$ cat config.mk
export PLATFORM = sky130hd
export DESIGN_NAME = broadcast_scheduler
export DESIGN_NICKNAME = d
export VERILOG_FILES = /design/src/rtl/broadcast_scheduler.sv
export SDC_FILE = /design/constraint.sdc
export NUM_CORES = 1
export LEC_CHECK = 0
export ABC_AREA = 0
export ABC_CLOCK_PERIOD_IN_PS = 1900
export CORE_AREA = 3 3 114 116
export CTS_BUF_LIST = sky130_fd_sc_hd__clkbuf_8
export CTS_CLUSTER_SIZE = 16
export DETAILED_ROUTE_END_ITERATION = 10
export DIE_AREA = 0 0 117 119
export GPL_ROUTABILITY_DRIVEN = 1
export HOLD_SLACK_MARGIN = 0.12
export PLACE_DENSITY = 0.75
export SETUP_SLACK_MARGIN = 0.4
export SLEW_MARGIN = 20
export SYNTH_ARGS = -nofsm -noshare
export SYNTH_HDL_FRONTEND = slang
export SYNTH_SLANG_ARGS = --single-unit
$ cat constraint.sdc
create_clock -name clk -period 1.9 [get_ports clk]
set_input_delay 0.38 -clock clk [delete_from_list [all_inputs] [get_ports clk]]
set_output_delay 0.38 -clock clk [all_outputs]
set_load 0.005 [all_outputs]
$ cat src/rtl/broadcast_scheduler.sv
// Round-robin owner of the scalar-to-lane broadcast path: grants one requester per burst
// and streams its words out tagged with lane mask, source id and last-word flag.
module broadcast_scheduler #(
  parameter int DATA_WIDTH = 32,
  parameter int NUM_REQ    = 4,
  parameter int LEN_WIDTH  = 8,
  parameter int LANES      = 16,
  localparam int ID_W      = (NUM_REQ > 1) ? $clog2(NUM_REQ) : 1
) (
  input  logic                            clk,
  input  logic                            rst,
  input  logic [NUM_REQ-1:0]              req_valid,
  input  logic [NUM_REQ*LEN_WIDTH-1:0]    req_len,
  input  logic [NUM_REQ*LANES-1:0]        req_mask,
  output logic [NUM_REQ-1:0]              req_ready,
  input  logic [NUM_REQ*DATA_WIDTH-1:0]   src_data,
  input  logic [NUM_REQ-1:0]              src_valid,
  output logic [NUM_REQ-1:0]              src_ready,
  output logic [DATA_WIDTH-1:0]           bc_data,
  output logic                            bc_valid,
  input  logic                            bc_ready,
  output logic [LANES-1:0]                bc_lane_mask,
  output logic [ID_W-1:0]                 bc_src_id,
  output logic                            bc_last,
  output logic                            busy
);

  typedef enum logic {
    IDLE   = 1'b0,
    STREAM = 1'b1
  } state_t;

  state_t                 state_q, state_d;
  logic [ID_W-1:0]        grant_id_q, grant_id_d;
  logic [ID_W-1:0]        rr_ptr_q, rr_ptr_d;
  logic [LEN_WIDTH-1:0]   remaining_q, remaining_d;
  logic [LANES-1:0]       lane_mask_q, lane_mask_d;
  logic [NUM_REQ-1:0]     req_ready_q, req_ready_d;

  logic                   pick_found;
  logic [ID_W-1:0]        pick_id;
  logic [ID_W:0]          cand;
  logic                   in_stream;
  logic                   xfer;

  // Upward search from rr_ptr, wrapping at NUM_REQ (which need not be a power of two).
  always_comb begin
    pick_found = 1'b0;
    pick_id    = '0;
    cand       = '0;
    for (int i = 0; i < NUM_REQ; i++) begin
      cand = {1'b0, rr_ptr_q} + (ID_W+1)'(i);
      if (cand >= (ID_W+1)'(NUM_REQ)) begin
        cand = cand - (ID_W+1)'(NUM_REQ);
      end
      if (!pick_found && req_valid[cand[ID_W-1:0]]) begin
        pick_found = 1'b1;
        pick_id    = cand[ID_W-1:0];
      end
    end
  end

  always_comb begin
    in_stream = (state_q == STREAM);
    bc_valid  = in_stream & src_valid[grant_id_q];
    xfer      = bc_valid & bc_ready;
    bc_last   = in_stream & (remaining_q == '0);
    bc_data   = '0;
    src_ready = '0;
    if (in_stream) begin
      bc_data               = src_data[int'(grant_id_q)*DATA_WIDTH +: DATA_WIDTH];
      src_ready[grant_id_q] = bc_ready;
    end
  end

  always_comb begin
    state_d     = state_q;
    grant_id_d  = grant_id_q;
    rr_ptr_d    = rr_ptr_q;
    remaining_d = remaining_q;
    lane_mask_d = lane_mask_q;
    req_ready_d = '0;
    case (state_q)
      IDLE: begin
        if (pick_found) begin
          state_d              = STREAM;
          grant_id_d           = pick_id;
          remaining_d          = req_len[int'(pick_id)*LEN_WIDTH +: LEN_WIDTH];
          lane_mask_d          = req_mask[int'(pick_id)*LANES +: LANES];
          req_ready_d[pick_id] = 1'b1;
        end
      end
      STREAM: begin
        if (xfer) begin
          if (remaining_q == '0) begin
            state_d  = IDLE;
            rr_ptr_d = (int'(grant_id_q) == NUM_REQ-1) ? '0 : grant_id_q + ID_W'(1);
          end else begin
            remaining_d = remaining_q - LEN_WIDTH'(1);
          end
        end
      end
      default: state_d = IDLE;
    endcase
  end

  always_ff @(posedge clk) begin
    if (rst) begin
      state_q     <= IDLE;
      grant_id_q  <= '0;
      rr_ptr_q    <= '0;
      remaining_q <= '0;
      lane_mask_q <= '0;
      req_ready_q <= '0;
    end else begin
      state_q     <= state_d;
      grant_id_q  <= grant_id_d;
      rr_ptr_q    <= rr_ptr_d;
      remaining_q <= remaining_d;
      lane_mask_q <= lane_mask_d;
      req_ready_q <= req_ready_d;
    end
  end

  assign req_ready    = req_ready_q;
  assign bc_lane_mask = lane_mask_q;
  assign bc_src_id    = grant_id_q;
  assign busy         = in_stream;

endmodule

# Yosys cells after proc, flatten, opt, wreduce, memory -nomap -nowiden
# Cells that the tools add are included.
# totals
regBits	33
input_bits	235
output_inout_bits	61
elab_cells	90
# op_classes
n_addsub	9
order_cmp	12
n_eq_ne	4
shifts	3
muxes	37
n_bitwise	6
n_reduce_logical	13
# op_table
cell	n
indexed part select 128 x 8 -> 32 bit	1
indexed part select 64 x 7 -> 16 bit	1
two-way mux 32 bit	1
indexed part select 32 x 6 -> 8 bit	1
two-way mux 8 bit	3
less-than comparator 2 x 3 -> 1 bit, second input constant	6
two-way mux 2 bit	9
case mux 8 bit (2 select lines)	1
two-way mux 1 bit	14
binary-select mux 1 bit (select 2 bit)	5
>= comparator 3 bit, second input constant	3
zero test 8 bit	1
subtractor 2 x 1 -> 2 bit, second input constant	4
subtractor 8 x 1 -> 8 bit, second input constant	1
adder 2 x 2 -> 3 bit, second input constant	2
AND reduction 3 bit	2
logical AND 1 bit	5
AND 4 bit	1
demux 1 bit (select 2 bit)	2
>= comparator 2 x 1 -> 1 bit, second input constant	2
two-way mux 4 bit	1
inequality test 2 bit, second input constant	2
adder 2 x 1 -> 3 bit, second input constant	1
AND 1 bit	3
9 further kinds	12

# Depth between registers and ports, before layout
# Gate-level depths: netlist of the first run.
# logic_depth
depth_word	18
ltp_mapped	9

# Least setup slack after synthesis of the first run
# Ideal clock, no wire load.
# synth_path
kind	reg-to-output
start	register grant_id_q[0] (netlist: bc_src_id[0])
end	output bc_data[10]
arrival_time_ns	1.556
required_time_ns	1.520
path_slack_ns	-0.036
path_stages_with_launch	5
path_cell_list	dfxtp_1 buf_4 buf_2 mux4_2 and2_1
# synth_between
elab_chain_len	2
# synth_lines
item	line_no	source
start: declaration	34	logic [ID_W-1:0] grant_id_q, grant_id_d;
start signal: assignment	117	grant_id_q <= grant_id_d;
indexed part select 128 x 8 -> 32 bit	71	bc_data = src_data[int'(grant_id_q)*DATA_WIDTH +: DATA_WIDTH];
two-way mux 32 bit	70	if (in_stream) begin
end: declaration	19	output logic [DATA_WIDTH-1:0] bc_data,
# Every way passes these cells.

# Worst setup path after layout of the first run
# layout_path
start	register grant_id_q[0] (netlist: bc_src_id[0])
end	output bc_data[6]
# The elaborated chain is that of the path after synthesis.

==> results.sh, run 1 <==
export IMPL_critPathLaunchType="flip-flop"
export IMPL_cts_tree="built"
export IMPL_ys_warn_count=0
export IMPL_rrSetupSlack_ns=-0.20
export IMPL_ys_async_sr_fraction_pct=0
export IMPL_finalCritPeriodShare_pct=113
export IMPL_grtUsageMet2_pct=43.4
export IMPL_cp_slowest_stage_delay_ns=0.51
export IMPL_relSlewSlack_pct=77.5
export IMPL_post_dp_hpwl_microns=13300
export IMPL_core_area_sq_um=12000
export IMPL_syn_inst=338
export IMPL_met1_usage_pct=25.5
export IMPL_synth_net_count=579
export IMPL_antenna_found_initial=5
export IMPL_grt_total_usage_pct=23.6
export IMPL_areaGrowthSynthToFinish_pct=129
export IMPL_hold_buffers=0
export IMPL_switching_share_pct=31.9
export IMPL_rsz0062_at_grt="true"
export IMPL_power_leakage_nw=3.14
export IMPL_drt_wirelength_per_cell_microns=20.6
export IMPL_dr_pass1_iters=4
export IMPL_nNetsFinal=940
export IMPL_crit_fanout=8
export IMPL_synth_area_sq_um=3380
export IMPL_grt_pass1_vias=4711
export IMPL_cp_top_family="multiplexers"
export IMPL_synth_top_flop_cell="dfxtp_1"
export IMPL_drc=0
export IMPL_io_pins=296
export IMPL_timing_critical_path_mode_cell="buf_6"
export IMPL_peakVddDrop_mv=0.334
export IMPL_p_int_mw=2.29
export IMPL_wl_microns=17500
export IMPL_overflow=0
export IMPL_fp_row_count=40
export IMPL_start_util_pct=28.2
export IMPL_skew_ns=0.00690
export IMPL_clock_power_share_pct=16.7
export IMPL_dpl_cell_area_sq_um=6790
export IMPL_crit_path_end_kind="output pin"
export IMPL_use_met3_pct=6.76
export IMPL_crit_buf_inv=4
export IMPL_setup_violations=53
export IMPL_root_buffer="clkbuf_8"
export IMPL_cts_htree_levels=2
export IMPL_critPathSlowestCell="mux4_2"
export IMPL_synth_edf_count=0
export IMPL_vias_per_cell=5.28
export IMPL_cap_viol_max_count=0
export IMPL_pre_cts_ws_ns=-0.590
export IMPL_io_buffers=295
export IMPL_hold_class="reg -> reg"
export IMPL_cp_required_ns=1.52
export IMPL_grt_max_degree=29
export IMPL_grt_busiest_layer="met2"
export IMPL_routabilityCongestion=0.870
export IMPL_fin_cells=850
export IMPL_finalInstanceArea_sq_um=7740
export IMPL_hold_violations=0
export IMPL_path_cells="buf_6 -> buf_12 -> buf_16 -> mux4_2 -> and2_4 -> buf_6"
export IMPL_die_area_sq_um=13900
export IMPL_clk_pin_slew_ns=0.08
export IMPL_dr_first_iter_drc_count=167
export IMPL_fin_hold_ws_ns=0.509
export IMPL_syn_avg_cell_area_sq_um=10.0
export IMPL_num_vias=4491
export IMPL_ys_ff_latch=33
export IMPL_status="finished with violations"
export IMPL_fin_crit_ns=2.15
export IMPL_chipHeight_microns=119
export IMPL_seqPwrFrac_pct=24.6
export IMPL_cts_buffers=5
export IMPL_violations="setup timing"
export IMPL_die_w_microns=117
export IMPL_cts_sinks=33
export IMPL_crit_type="reg -> out"
export IMPL_worstSkewPairLatency_ns=0.29
export IMPL_p_sw_mw=1.07
export IMPL_slew_violations=0
export IMPL_ys_types=57
export IMPL_fmax_mhz=465
export IMPL_seq_area_frac_synth_pct=19.5
export IMPL_detail_route_antenna_nets=0
export IMPL_cp_arrival_ns=1.77
export IMPL_worst_slew_pin_slew_ns=0.337
export IMPL_power_density_nw_per_um2=434
export IMPL_grt_pass1_wl_microns=25500
export IMPL_drive_above_1_share_pct=39.6
export IMPL_combinationalPowerShare_pct=58.7
export IMPL_worst_slack_ns=-0.249
export IMPL_clk_path_buf_depth=2
export IMPL_placed_cells_incl_taps=792
-- synthesized netlist by cell type (all sizes together), types with 2 or more instances --
library cell / n / share of area [%]
a211oi: 3 / 0.67
a21oi: 13 / 2.0
a221o: 8 / 2.4
a221oi: 13 / 4.7
a22oi: 2 / 0.59
a31oi: 4 / 0.74
a32o: 4 / 1.2
and2: 35 / 6.5
and3: 9 / 1.7
buf: 20 / 3.9
clkbuf: 17 / 3.7
dfxtp: 33 / 20
ha: 6 / 2.2
inv: 8 / 0.89
mux2: 3 / 1.0
mux2i: 22 / 6.5
mux4: 33 / 22
nand2: 11 / 1.2
nand3: 5 / 0.89
nor2: 20 / 2.2
nor3: 5 / 0.89
o211a: 10 / 3.0
o211ai: 2 / 0.44
o21a: 3 / 0.67
o21ai: 22 / 3.3
o221a: 8 / 2.7
o22a: 2 / 0.55
o22ai: 3 / 0.55
-- worst paths after layout --
check	startpoint	to	cells past startpoint
worst max-delay path	bc_src_id[0]	bc_data[6]	6
worst min-delay path	bc_lane_mask[1]	bc_lane_mask[1]	1
worst max register to register	bc_src_id[0]	remaining_q[6]	11
worst min register to register	bc_lane_mask[1]	bc_lane_mask[1]	1
-- power groups by stage --
stage	Sequential (mW)	Combinational, mW	Clock, mW
finish	0.826	1.97	0.560
global route	0.836	2.11	0.605
CTS	0.823	1.86	0.576
detailed placement	0.842	1.68	0
global placement	0.842	1.65	0
floorplan	0.829	0.745	0
-- sequential cells by signal (all words and copies together) (netlist names) --
register      flops
req_ready         4
bc_lane_mask     16
busy              1
bc_src_id         2
remaining_q       8
rr_ptr_q          2
-- through the flow --
stage          TNS [ns]  total power [mW]  util, %
2_1_floorplan         0              1.57        -
3_3_place_gp     -23.02              2.49     56.5
3_5_place_dp     -25.29              2.52     56.5
4_1_cts           -8.62              3.26     61.8
5_1_grt          -12.79              3.55     64.4
6_report          -8.41              3.35     64.4
-- timing repair --
item,CTS,global route
buffers inserted,32,10
cloned,4,1
pin swaps,61,18
endpoints found under the setup margin,94,70
resized for setup,281,60
-- logic make-up (layout without fill, tap and decap cells) --
| group | Yosys count | after routing | synth area share [%] |
|---|---|---|---|
| other | 0 | 3 | 0 |
| adders and majority gates | 6 | 6 | 2.22 |
| buffers and inverters | 47 | 409 | 8.91 |
| and+or+nand+nor | 90 | 90 | 14.5 |
| DFF | 33 | 33 | 19.5 |
| muxes | 58 | 58 | 29.5 |
| AOI/OAI and AO/OA | 104 | 104 | 25.4 |
-- cell type report --
cell class | instances | area, sq um
clock buffers | 5 | 68.8
multi-input cells | 258 | 2750
flip-flops and latches | 33 | 689
clock inverters | 3 | 21.3
inverters | 9 | 38.8
fillers | 959 | 4270
repair buffers | 392 | 3980
diodes | 3 | 7.51
well taps | 147 | 184
-- layout by cell type (no fill, tap or decap), types with 8 or more instances in the layout --
cell	netlist	layout
nand2_1	11	10
dfxtp_1	33	20
buf_12	0	14
dfxtp_2	0	8
o221a_1	8	8
nor2_1	20	17
a221o_1	8	8
o21ai_0	9	8
mux2i_1	22	18
mux4_2	33	33
a21oi_1	12	8
and2_1	34	10
o21ai_1	13	13
dlygate4sd2_1	0	22
a221oi_2	7	10
buf_6	3	48
buf_2	10	13
clkdlybuf4s50_1	0	229
and2_4	1	24
o211a_1	10	9
buf_4	6	53
-- metal layers --
metal	vias to the layer above	share of wire [%]
met1	2155	34
met4	4	3.1
li1	2064	-
met2	232	53
met3	36	9.3
met5	-	0.11
(Power assumes the default switching activity.)
==> inputs of run 2 (changes only) <==
PLACE_DENSITY = 0.81   (was 0.75)
==> results.sh, run 2 (synthesized netlist as in run 1, its figures left out) <==
export IMPL_status="finished with violations"
export IMPL_violations="setup timing"
export IMPL_die_w_microns=117
export IMPL_root_buffer="clkbuf_8"
export IMPL_hold_class="reg -> reg"
export IMPL_worst_slew_pin_slew_ns=0.424
export IMPL_seqCellArea_sq_um=692
export IMPL_wl_microns=17500
export IMPL_dr_pass1_iters=4
export IMPL_post_dp_hpwl_microns=13300
export IMPL_p_total_mw=3.63
export IMPL_fill_cells=930
export IMPL_nNetsFinal=940
export IMPL_fin_cells=847
export IMPL_worstSkewPairLatency_ns=0.29
export IMPL_critPathLaunchType="flip-flop"
export IMPL_io_pins=296
export IMPL_detail_route_antenna_nets=0
export IMPL_rsz0062_at_grt="true"
export IMPL_clk_path_buf_depth=2
export IMPL_cap_viol_max_count=0
export IMPL_pre_cts_ws_ns=-0.604
export IMPL_crit_fanout=7
export IMPL_chipHeight_microns=119
export IMPL_dr_first_iter_drc_count=180
export IMPL_hold_buffers=0
export IMPL_drc=0
export IMPL_clk_pin_slew_ns=0.08
export IMPL_power_density_nw_per_um2=463
export IMPL_final_cell_mix="clkdlybuf4s50_1, buf_6, buf_4"
export IMPL_cp_top_family="multiplexers"
export IMPL_drt_wirelength_per_cell_microns=20.6
export IMPL_fmax_mhz=455
export IMPL_cts_buffers=5
export IMPL_multiInputGateArea_sq_um=2770
export IMPL_final_common_cell="clkdlybuf4s50_1"
export IMPL_cts_htree_levels=2
export IMPL_relSlewSlack_pct=71.5
export IMPL_worst_slack_ns=-0.296
export IMPL_largest_reg_flops=16
export IMPL_crit_buf_inv=4
export IMPL_skew_ns=0.00663
export IMPL_grt_pass1_vias=4827
export IMPL_cts_sinks=33
export IMPL_fp_row_count=40
export IMPL_hold_violations=0
export IMPL_peakVddDrop_mv=0.327
export IMPL_postLayoutCoreUtil_pct=65.2
export IMPL_timing_critical_path_mode_cell="buf_6"
export IMPL_slew_violations=0
export IMPL_areaGrowthSynthToFinish_pct=132
export IMPL_start_util_pct=28.2
export IMPL_num_vias=4487
export IMPL_cp_required_ns=1.52
export IMPL_power_leakage_nw=3.19
export IMPL_antenna_found_initial=0
export IMPL_overflow=0
export IMPL_core_area_sq_um=12000
export IMPL_cp_arrival_ns=1.82
export IMPL_cts_tree="built"
export IMPL_grt_max_degree=29
export IMPL_vias_per_cell=5.30
export IMPL_io_buffers=295
export IMPL_path_cells="buf_12 -> buf_16 -> buf_6 -> mux4_2 -> and2_4 -> buf_6"
export IMPL_setup_violations=47
export IMPL_placed_cells_incl_taps=789
export IMPL_die_area_sq_um=13900
export IMPL_fin_crit_ns=2.20
export IMPL_crit_path_end_kind="output pin"
export IMPL_insertedDiodeCount=0
export IMPL_grt_total_usage_pct=23.0
export IMPL_cp_slowest_stage_delay_ns=0.47
export IMPL_grt_pass1_wl_microns=25300
export IMPL_final_setup_tns_ns=-9.54
export IMPL_crit_type="reg -> out"
export IMPL_drive_above_1_share_pct=40.7
export IMPL_routabilityCongestion=0.838
export IMPL_critPathSlowestCell="mux4_2"
export IMPL_finalCritPeriodShare_pct=116
-- run 2: worst reg2reg max path, stage by stage, from the launching register on --
cell and delay (ns):
dfxtp_4 0.40, buf_12 0.15, buf_8 0.11, mux4_2 0.34
buf_6 0.10, buf_6 0.08, nand3_4 0.07, o21ai_1 0.36
o21ai_0 0.16, a32o_2 0.29
-- run 2: metal layers --
metal	vias to the layer above	track usage, %	part of all wire, %
met4	0	7.03	2.6
li1	2061	-	-
met2	235	43.8	55
met3	36	4.78	7.3
met5	-	0	0
met1	2155	24.7	35
-- run 2: through the flow --
stage               hold slack [ns]  area, sq um
floorplan                     0.480         3560
global placement              0.480         6760
detailed placement            0.489         6760
CTS                           0.506         7410
global route                  0.519         7840
finish                        0.506         7840
-- run 2: cell type report --
| cell class | count | share of cell area [%] |
|---|---|---|
| repair buffers | 392 | 51.2 |
| multi-input cells | 258 | 35.4 |
| flip-flops and latches | 33 | 8.83 |
| well taps | 147 | 2.35 |
| clock buffers | 5 | 0.878 |
| clock inverters | 3 | 0.830 |
| inverters | 9 | 0.495 |
-- run 2: timing repair --
item | in CTS | in global routing
endpoints found under the setup margin | 94 | 72
pin swaps | 54 | 33
resized for setup | 284 | 86
setup buffers | 32 | 14
gates cloned | 4 | 0
-- run 2: final timing paths --
path / startpoint / endpoint / slack [ns] / depth (start not counted)
max: bc_src_id[0] / bc_data[16] / -0.30 / 6
max reg2reg: bc_src_id[0] / remaining_q[3] / -0.28 / 9
min: bc_lane_mask[2] / bc_lane_mask[2] / 0.51 / 1
min reg2reg: bc_lane_mask[2] / bc_lane_mask[2] / 0.51 / 1
-- run 2: report_power, final --
part | total (mW) | switching (mW) | internal (mW)
combinational | 2.00 | 0.720 | 1.27
sequential | 0.834 | 0.0680 | 0.766
clock | 0.802 | 0.280 | 0.522
total | 3.63 | 1.07 | 2.56
